--- config.mk ---
export PLATFORM = sky130hd
export DESIGN_NAME = rvsteel_debouncer
export DESIGN_NICKNAME = d
export VERILOG_FILES = /design/src/rtl/rvsteel_debouncer.sv
export SDC_FILE = /design/constraint.sdc
export NUM_CORES = 1
export LEC_CHECK = 0
export CAP_MARGIN = 20
export CELL_PAD_IN_SITES_DETAIL_PLACEMENT = 0
export CELL_PAD_IN_SITES_GLOBAL_PLACEMENT = 2
export CORE_MARGIN = 2
export CORE_UTILIZATION = 30
export CTS_CLUSTER_DIAMETER = 100
export CTS_CLUSTER_SIZE = 14
export DETAILED_ROUTE_END_ITERATION = 10
export GPL_ROUTABILITY_DRIVEN = 0
export GPL_TIMING_DRIVEN = 1
export HOLD_SLACK_MARGIN = 0.12
export PLACE_DENSITY_LB_ADDON = 0.1
export SYNTH_ARGS = -nofsm -noshare
export SYNTH_HDL_FRONTEND = slang
export SYNTH_SLANG_ARGS = --single-unit
--- constraint.sdc ---
create_clock -name clock -period 1.7 [get_ports clock]
set_input_delay 0.34 -clock clock [delete_from_list [all_inputs] [get_ports clock]]
set_output_delay 0.34 -clock clock [all_outputs]
set_load 0.005 [all_outputs]
--- src/rtl/rvsteel_debouncer.sv ---
// rvsteel_debouncer
// Conditions board-level buttons and switches before they reach rvsteel_soc.
// Each channel is handled independently. The raw input passes through a
// synchroniser chain and an optional polarity inversion. A new level is then
// accepted only after it has held for STABLE_CYCLES consecutive clocks.
//
// Ports
//   clock     : single clock for all logic
//   reset     : asynchronous, active-high; clears all state immediately
//   raw_in    : asynchronous pad inputs, one bit per channel
//   debounced : filtered, post-inversion level per channel
//   rise      : one-cycle pulse after debounced[i] goes 0->1
//   fall      : one-cycle pulse after debounced[i] goes 1->0

module rvsteel_debouncer #(
    parameter int               WIDTH         = 2,
    parameter int               STABLE_CYCLES = 120000,
    parameter int               SYNC_STAGES   = 2,
    parameter logic [WIDTH-1:0] INVERT        = '0,
    parameter logic [WIDTH-1:0] RESET_VALUE   = '0
) (
    input  logic             clock,
    input  logic             reset,
    input  logic [WIDTH-1:0] raw_in,
    output logic [WIDTH-1:0] debounced,
    output logic [WIDTH-1:0] rise,
    output logic [WIDTH-1:0] fall
);

    localparam int CNT_W = (STABLE_CYCLES > 1) ? $clog2(STABLE_CYCLES) : 1;
    localparam logic [CNT_W-1:0] TERMINAL = CNT_W'(STABLE_CYCLES - 1);

    for (genvar i = 0; i < WIDTH; i++) begin : g_ch
        logic [SYNC_STAGES-1:0] sync_q;
        logic [CNT_W-1:0]       count_q;
        logic                   level_q;
        logic                   rise_q;
        logic                   fall_q;
        logic                   sample;
        logic                   accept;

        // Sync stages reset to the pad level that corresponds to RESET_VALUE.
        // This stops reset release from looking like an input transition.
        always_ff @(posedge clock or posedge reset) begin
            if (reset) begin
                sync_q <= {SYNC_STAGES{RESET_VALUE[i] ^ INVERT[i]}};
            end else begin
                sync_q <= {sync_q[SYNC_STAGES-2:0], raw_in[i]};
            end
        end

        assign sample = sync_q[SYNC_STAGES-1] ^ INVERT[i];
        assign accept = (sample != level_q) && (count_q == TERMINAL);

        // Any sample that matches the current level restarts qualification.
        // The terminal count always flips the level and clears the counter,
        // so the counter never wraps.
        always_ff @(posedge clock or posedge reset) begin
            if (reset) begin
                count_q <= '0;
                level_q <= RESET_VALUE[i];
                rise_q  <= 1'b0;
                fall_q  <= 1'b0;
            end else begin
                rise_q <= accept && sample;
                fall_q <= accept && !sample;
                if (sample == level_q) begin
                    count_q <= '0;
                end else if (accept) begin
                    level_q <= sample;
                    count_q <= '0;
                end else begin
                    count_q <= count_q + 1'b1;
                end
            end
        end

        assign debounced[i] = level_q;
        assign rise[i]      = rise_q;
        assign fall[i]      = fall_q;
    end

endmodule

; ---- After elaboration in Yosys (flattened, before gate mapping)
; Cells that the tools add are included.
[classes]
mux = 4
n_shift = 0
addsub = 2
n_eq_ne = 6
magnitude_cmp = 0
n_reduce_logical = 10
n_div = 0
mul = 0
bitwise = 2
[op_table]
columns = operator, count
row1 = two-way mux 17 bit, 4
row2 = "adder 17 x 1 -> 17 bit, second input constant", 2
row3 = "equality test 17 bit, second input constant", 2
row4 = logical AND 1 bit, 6
row5 = AND reduction 2 bit, 2
row6 = equality test 1 bit, 2
row7 = zero test 1 bit, 2
row8 = != test 1 bit, 2
row9 = inverter 1 bit, 2
[totals]
latchBits = 0
regBits = 44
out_inout_bits = 6
n_memories = 0
ram_bits = 0
rom_bits = 0
wordCells = 34
in_bits = 4

; ---- Logic depth before layout (Yosys ltp)
; Gate-level depths: netlist of the first run.
[depth]
ltp_word = 4
depth_mapped = 7
mapped_depth_nobuf = 5

; ---- Worst setup path after synthesis of the first run
; OpenSTA, ideal clock, no wires.
[synth_path]
path_type = register -> register
from = reg g_ch[0].count_q[0]
to = reg g_ch[0].count_q[16]
slack_ns = -0.086
synth_period_minus_slack_ns = 1.786
t_required_ns = 1.622
path_buffers = 1
path_stages_with_launch = 7
t_arrival_ns = 1.708
setup_ns = 0.078
path_cell_list = dfrtp_1 > ha_1 > clkbuf_1 > nand4_1 > or4_4 > or3_1 > a21oi_1
[synth_between]
elab_chain_cells = 4
elab_cells_between_ends = 5
classes_between = 1 x add/sub / 1 x eq/ne / 2 x mux / 1 x reduce/logical
[synth_rtl]
columns = element, line
row1 = start: declaration, 35  ; logic [CNT_W-1:0] count_q;
row2 = start signal: assignment, 73  ; count_q <= count_q + 1'b1;
row3 = "parallel branches: the longest is 2 deep, another holds adder 17 x 1 -> 17 bit", -
row4 = two-way mux 17 bit (*), 69  ; end else if (accept) begin
row5 = two-way mux 17 bit (*), 67  ; if (sample == level_q) begin
; Every way passes the cells marked *.
; A chain may end at the register's enable or synchronous reset.

; ---- Final worst setup path of the first run
[layout_path]
from = reg g_ch[0].count_q[9]
to = reg g_ch[0].level_q
[layout_between]
elab_chain_cells = 3
[layout_rtl]
columns = element, line
row1 = equality test 17 bit, 53  ; assign accept = (sample != level_q) && (count_q == TERMINAL);
row2 = logical AND 1 bit, 53
row3 = AND reduction 2 bit (no source line), -
row4 = end signal: assignment, 61  ; level_q <= RESET_VALUE[i];
row5 = end signal: assignment, 70  ; level_q <= sample;
row6 = end: declaration, 36  ; logic level_q;
; Every way passes these cells.

==> results.cfg, run 1 <==
[timing]
period_needed_ns = 1.647
relSlewSlack = 0.7593
worst_pin_slew_ns = 0.3611
clock.fmax_mhz = 607.3
finalSetupViolCount = 0
drv_slew = 0
finClkSkew_ns = 0.006323
hold_viol = 0
setup_tns_ns = 0
finalCritPeriodShare = 0.9686
hold_ws_ns = 0.3567

[placed_design]
dp_hpwl_mm = 3.152
dpl.cell_count = 308
port_buffers = 9

[route]
first_iter_violations = 77
wl_per_cell_um = 13.91
drc = 0
num_vias = 1566
postRouteAntennaNets = 0
drt_wl_total_mm = 4.397
viasPerCell = 4.956
dr.pass1.iters = 5

[pwr]
peakVddDrop_mv = 0.3351
power_density_nw_per_um2 = 774.5
p_leak_nw = 1.091

[yosys]
synth_seq_area_share = 0.5311
syn_area_per_cell_um2 = 10.37
netlist_instances = 200
ys_ff_latch = 44
synth_fp_nets = 206
yosysWarnings = 0
synth_cell_type_count = 36
synth_area_um2 = 2073

[clocking]
cts.sinks = 44
cts.clk_slew.worst_paths_ns = 0.09
clk_path_buf_depth = 2
htree_levels = 2
worstSkewPairLatency_ns = 0.30
cts_tree = done
cts_made_buffers = 5
clockRootBuffer = clkbuf_8

[floorplan]
die_h_um = 87.13
io_pins = 10
start_util = 0.3069
rows = 30
die_w_um = 87.13
core_um2 = 6756
dieArea_um2 = 7592

[flow_run]
drv_cap = 0

[global_route]
antenna_found_initial = 0
grt_pass1_vias = 1655
grt-ovfl-total = 0
grt_pass1_wl_mm = 7.783
grt_use_total = 0.1328
grt_max_degree = 45

[finish]
post-route-util = 0.3813
diodes = 0
area_growth_pct = 24.26
layout_common_cells = 43 x dfrtp_1, 36 x nor2_1, 29 x buf_4
instances_no_fill = 316
fin_nets = 241
final_common_cell = dfrtp_1
drive_gt1_frac = 0.2246
fill_cells = 699

[critical_path]
cp-start-kind = register
crit_required_ns = 1.89
arrival_ns = 1.84
crit_type = register to register
critPathCaptureType = register
crit_fanout = 4

[min_path]
worstHoldPathType = register to register

[outcome]
status = finished clean
final timing paths:
check	startpoint	endpoint	slack [ns]	cells after the start
max	g_ch[0].count_q[9]	g_ch[0].level_q	0.05	5
min	g_ch[0].sync_q[0]	g_ch[0].sync_q[1]	0.36	0
max reg2reg	g_ch[0].count_q[9]	g_ch[0].level_q	0.05	5
min reg2reg	g_ch[0].sync_q[0]	g_ch[0].sync_q[1]	0.36	0
max in group asynchronous	reset	g_ch[1].count_q[6]	1.10	3
min in group asynchronous	reset	g_ch[0].sync_q[0]	0.37	3
state kept, by name, indices dropped and copies added, names as in the netlist:
signal        count
g_ch.count_q     34
g_ch.fall_q       2
g_ch.level_q      2
g_ch.rise_q       2
g_ch.sync_q       4
cell usage after synthesis, drive strengths merged:
cell type  count  area [um2]
a21oi          2       10.01
a31o           1       8.760
a41oi          1       8.760
and2           1       6.260
and3           3       18.77
and4           2       18.77
buf            8       55.05
clkbuf         3       11.26
dfrtp         44        1101
ha             2       25.02
inv            3       11.26
mux2           2       22.52
nand2         11       41.29
nand3         10       50.05
nand4         13       96.34
nor2          36       135.1
nor2b          2       12.51
nor3           3       15.01
nor3b          2       15.01
nor4          10       62.56
nor4b          1       8.760
nor4bb         1       10.01
o211a          1       10.01
o21ai          3       15.01
o31ai          1       7.510
or2            1       6.260
or3            2       17.52
or4            2       18.77
xnor2         19       166.4
xor2          10       87.58
power by group:
part / switching (mW) / internal [mW]
Sequential: 0.0138 / 1.06
Clock: 0.378 / 0.443
Combinational: 0.0590 / 0.0404
per-layer routing:
metal / global-route usage / wire length [um]
met1: 0.1593 / 1983
met2: 0.2255 / 2254
met3: 0.03981 / 128
met4: 0.04755 / 30
met5: 0 / 0
worst max-delay path, stage by stage, from the launching register on:
cell and delay [ns]:
dfrtp_1 0.41, nor4b_2 0.27, buf_4 0.15, nand4_1 0.10, or2_2 0.34, mux2_2 0.28
cell type report:
| cell class | count | area (um2) | share of cell area |
|---|---|---|---|
| Clock inverter | 3 | 46.29 | 0.01797 |
| Clock buffer | 5 | 68.82 | 0.02671 |
| Sequential cell | 44 | 1102 | 0.4279 |
| Inverter | 3 | 11.26 | 0.004371 |
| Multi-Input combinational cell | 142 | 919.6 | 0.3570 |
| Timing Repair Buffer | 39 | 327.8 | 0.1272 |
| Tap cell | 80 | 100.1 | 0.03885 |
what timing repair did:
| action | 4_1_cts | 5_1_grt |
|---|---|---|
| resized for setup | 0 | 7 |
| setup buffers | 0 | 0 |
| hold buffers | 0 | 0 |
| endpoints found under the setup margin | 0 | 7 |
through the flow:
step	cell area (um2)	power [mW]	setup WS, ns
final	2576	1.995	0.05334
after CTS	2552	2.044	0.01771
after detailed placement	2437	1.199	0.02807
after global routing	2576	2.107	-0.03706
after global placement	2437	1.195	0.03080
after floorplan	2077	1.147	-0.008734
cells by family (layout without fill, tap and decap cells):
kind of cell | Yosys count | count (layout) | synth area share
buf+inv | 14 | 50 | 0.03741
simple gates | 100 | 100 | 0.2571
fa+ha+maj | 2 | 2 | 0.01207
mux | 2 | 2 | 0.01086
xor+xnor | 29 | 29 | 0.1225
compound gates | 9 | 9 | 0.02897
flops | 44 | 44 | 0.5311
(Power assumes the default switching activity.)
==> run 2: changes to the inputs <==
--- a/config.mk
+++ b/config.mk
@@ -5,7 +5,7 @@
 export SDC_FILE = /design/constraint.sdc
 export NUM_CORES = 1
 export LEC_CHECK = 0
-export CAP_MARGIN = 20
+export CAP_MARGIN = 10
 export CELL_PAD_IN_SITES_DETAIL_PLACEMENT = 0
 export CELL_PAD_IN_SITES_GLOBAL_PLACEMENT = 2
 export CORE_MARGIN = 2
==> results of run 2 <==
The final DEF is identical to that of run 1; final timing and power are the same.
==> run 3: changes to the inputs <==
--- a/config.mk
+++ b/config.mk
@@ -5,6 +5,7 @@
 export SDC_FILE = /design/constraint.sdc
 export NUM_CORES = 1
 export LEC_CHECK = 0
+export ABC_AREA = 1
 export CAP_MARGIN = 10
 export CELL_PAD_IN_SITES_DETAIL_PLACEMENT = 0
 export CELL_PAD_IN_SITES_GLOBAL_PLACEMENT = 2
==> constraint.sdc (replaced) <==
create_clock -name clock -period 2.06 [get_ports clock]
set_input_delay 0.412 -clock clock [delete_from_list [all_inputs] [get_ports clock]]
set_output_delay 0.412 -clock clock [all_outputs]
set_load 0.005 [all_outputs]
==> results.cfg, run 3 <==
[critical_path]
crit_required_ns = 1.65
crit_buf_inv = 1
crit_type = register to output pin
r2r_end = g_ch[1].count_q[10]
reg2reg_from = g_ch[1].count_q[0]
slowest_stage = clkdlybuf4s50_1
arrival_ns = 1.20
critPathCaptureType = output pin
cp_top_family = buffers and inverters
ff2ff_path_depth = 6
regToRegSetupSlack_ns = 0.52
cp_cell_sequence = clkdlybuf4s50_1
cp-start-kind = register
crit_fanout = 3
slowest_delay_ns = 0.51

[route]
drc = 0
top_layer = met4
postRouteAntennaNets = 0
dr_wl_met2_mm = 2.166
met3WireLength_um = 271
wl_per_cell_um = 12.84
drt_wl_total_mm = 5.548
wl_met1_mm = 3.030
num_vias = 1903
viasPerCell = 4.405
first_iter_violations = 108
dr.pass1.iters = 4

[global_route]
grt_max_degree = 22
grt_use_total = 0.1404
grt_pass1_vias = 1794
grt_pass1_wl_mm = 9.466
grt-ovfl-total = 0
antenna_found_initial = 0

[finish]
fill_cells = 842
post-route-util = 0.3513
diodes = 0
drive_gt1_frac = 0.1424
top_register = g_ch.count_q
fin_nets = 335
largest_reg_flops = 34
top_regs = g_ch.count_q: 34 flops, g_ch.sync_q: 4 flops
layout_common_cells = 80 x nand2_1, 62 x nor2_1, 44 x dfrtp_1
final_common_cell = nand2_1
area_growth_pct = 12.36

[yosys]
synth_cell_type_count = 25
synth_top_area_share = 0.4534
ys_ff_latch = 44
synthFlopType = dfrtp_1
synth_top_family_by_area = simple AND/OR/NAND/NOR gates
synth_area_um2 = 2429
synthTopCellsByCount = 80 x nand2_1, 62 x nor2_1, 44 x dfrtp_1
yosysWarnings = 0
yosys.area_share.simple = 0.3854
synth_area_leaders = dfrtp_1 45%, nand2_1 12%, nor2_1 9.6%
synth_compound_area_frac = 0.03297
yosysMostFrequentCell = nand2_1
async_flop_share = 1.000
synth_edf_count = 0
synth_xor_area_frac = 0.03606
netlist_instances = 318
synth_fp_nets = 324
synth_seq_area_share = 0.4534
syn_area_per_cell_um2 = 7.637
yosys.area.top_type = dfrtp_1
synth_adder_area_share = 0.01030
synthMuxAreaShare = 0

[floorplan]
io_pins = 10
die_h_um = 93.98
core_um2 = 7767
die_w_um = 93.98
start_util = 0.3127
dieArea_um2 = 8831
rows = 32

[timing]
setup_tns_ns = 0
period_needed_ns = 1.611
hold_viol = 0
drv_slew = 0
finClkSkew_ns = 0.01130
clock.fmax_mhz = 620.8
relSlewSlack = 0.6739
rsz0062_at_grt = false
worst_pin_slew_ns = 0.4884
finalSetupViolCount = 0
finalCritPeriodShare = 0.7819

[min_path]
hold_depth = 0
worstHoldPathType = register to register
min_to = g_ch[1].sync_q[1]
holdCritStartpoint = g_ch[1].sync_q[0]

[pwr]
p_leak_nw = 1.129
power_density_nw_per_um2 = 606.2
peakVddDrop_mv = 0.2536
power_mw = 1.654

[clocking]
post_cts_buffers = 0
htree_levels = 2
clockRootBuffer = clkbuf_8
cts_tree = done
cts_resized = 0
cts.clk_slew.worst_paths_ns = 0.09
worstSkewPairLatency_ns = 0.31
cts.sinks = 44
clk_path_buf_depth = 2
cts_hold_buffers = 0
cts_made_buffers = 5

[placed_design]
port_buffers = 9
dp_hpwl_mm = 4.281

[outcome]
status = finished clean

[flow_run]
drv_cap = 0
-- run 3: cell types whose count changed after synthesis, sizes merged, moves of 4 or more --
cell | previous run | this run
nand4 | 13 | 7
o21bai | 0 | 4
nand3 | 10 | 23
xnor2 | 19 | 2
nor4 | 10 | 0
nand2 | 11 | 90
nor2 | 36 | 81
inv | 3 | 35
-- run 3: power breakdown --
part           switching, mW  internal (mW)
Sequential            0.0114          0.876
Combinational         0.0509         0.0249
Clock                  0.325          0.366
-- run 3: metal layers --
metal	GRT usage	vias to the layer above
li1	-	999
met1	0.2221	856
met2	0.1875	41
met3	0.02889	7
met4	0.04348	0
met5	0	-
-- run 3: area by class of cell --
type,instances,area [um2],area share
multi-input combinational,231,1129,0.4136
clock buffer,5,68.82,0.02522
clock inverter,3,46.29,0.01696
sequential,44,1101,0.4035
tap,102,127.6,0.04677
inverter,35,131.4,0.04814
timing repair buffer,12,125.1,0.04585
-- run 3: how the worst max path moves through the flow --
stage	from	endpoint	slack, ns	cells past startpoint
after floorplan	reset	g_ch[0].count_q[0]	0.62	1
after global placement	g_ch[1].count_q[0]	g_ch[1].count_q[15]	0.52	6
after detailed placement	g_ch[1].count_q[0]	g_ch[1].count_q[10]	0.51	6
after CTS	g_ch[1].level_q	debounced[1]	0.42	1
after global routing	g_ch[0].count_q[0]	g_ch[0].count_q[15]	0.33	6
final	g_ch[1].level_q	debounced[1]	0.45	1
-- run 3: cell families (layout without fill, tap and decap cells) --
logic type / Yosys count / after routing
AOI/OAI and AO/OA: 13 / 13
buffers and inverters: 43 / 55
and+or+nand+nor: 206 / 206
adders and majority gates: 2 / 2
DFF: 44 / 44
xor gates and xnor gates: 10 / 10
-- run 3: per-stage QoR --
stage	cells	area (um2)	hold WS [ns]	setup WS, ns
4_1_cts	432	2729	0.3584	0.4231
5_1_grt	432	2729	0.3706	0.3306
3_5_place_dp	424	2614	0.3364	0.5086
6_report	432	2729	0.3544	0.4492
3_3_place_gp	424	2614	0.3324	0.5220
2_1_floorplan	318	2429	0.3312	0.6169
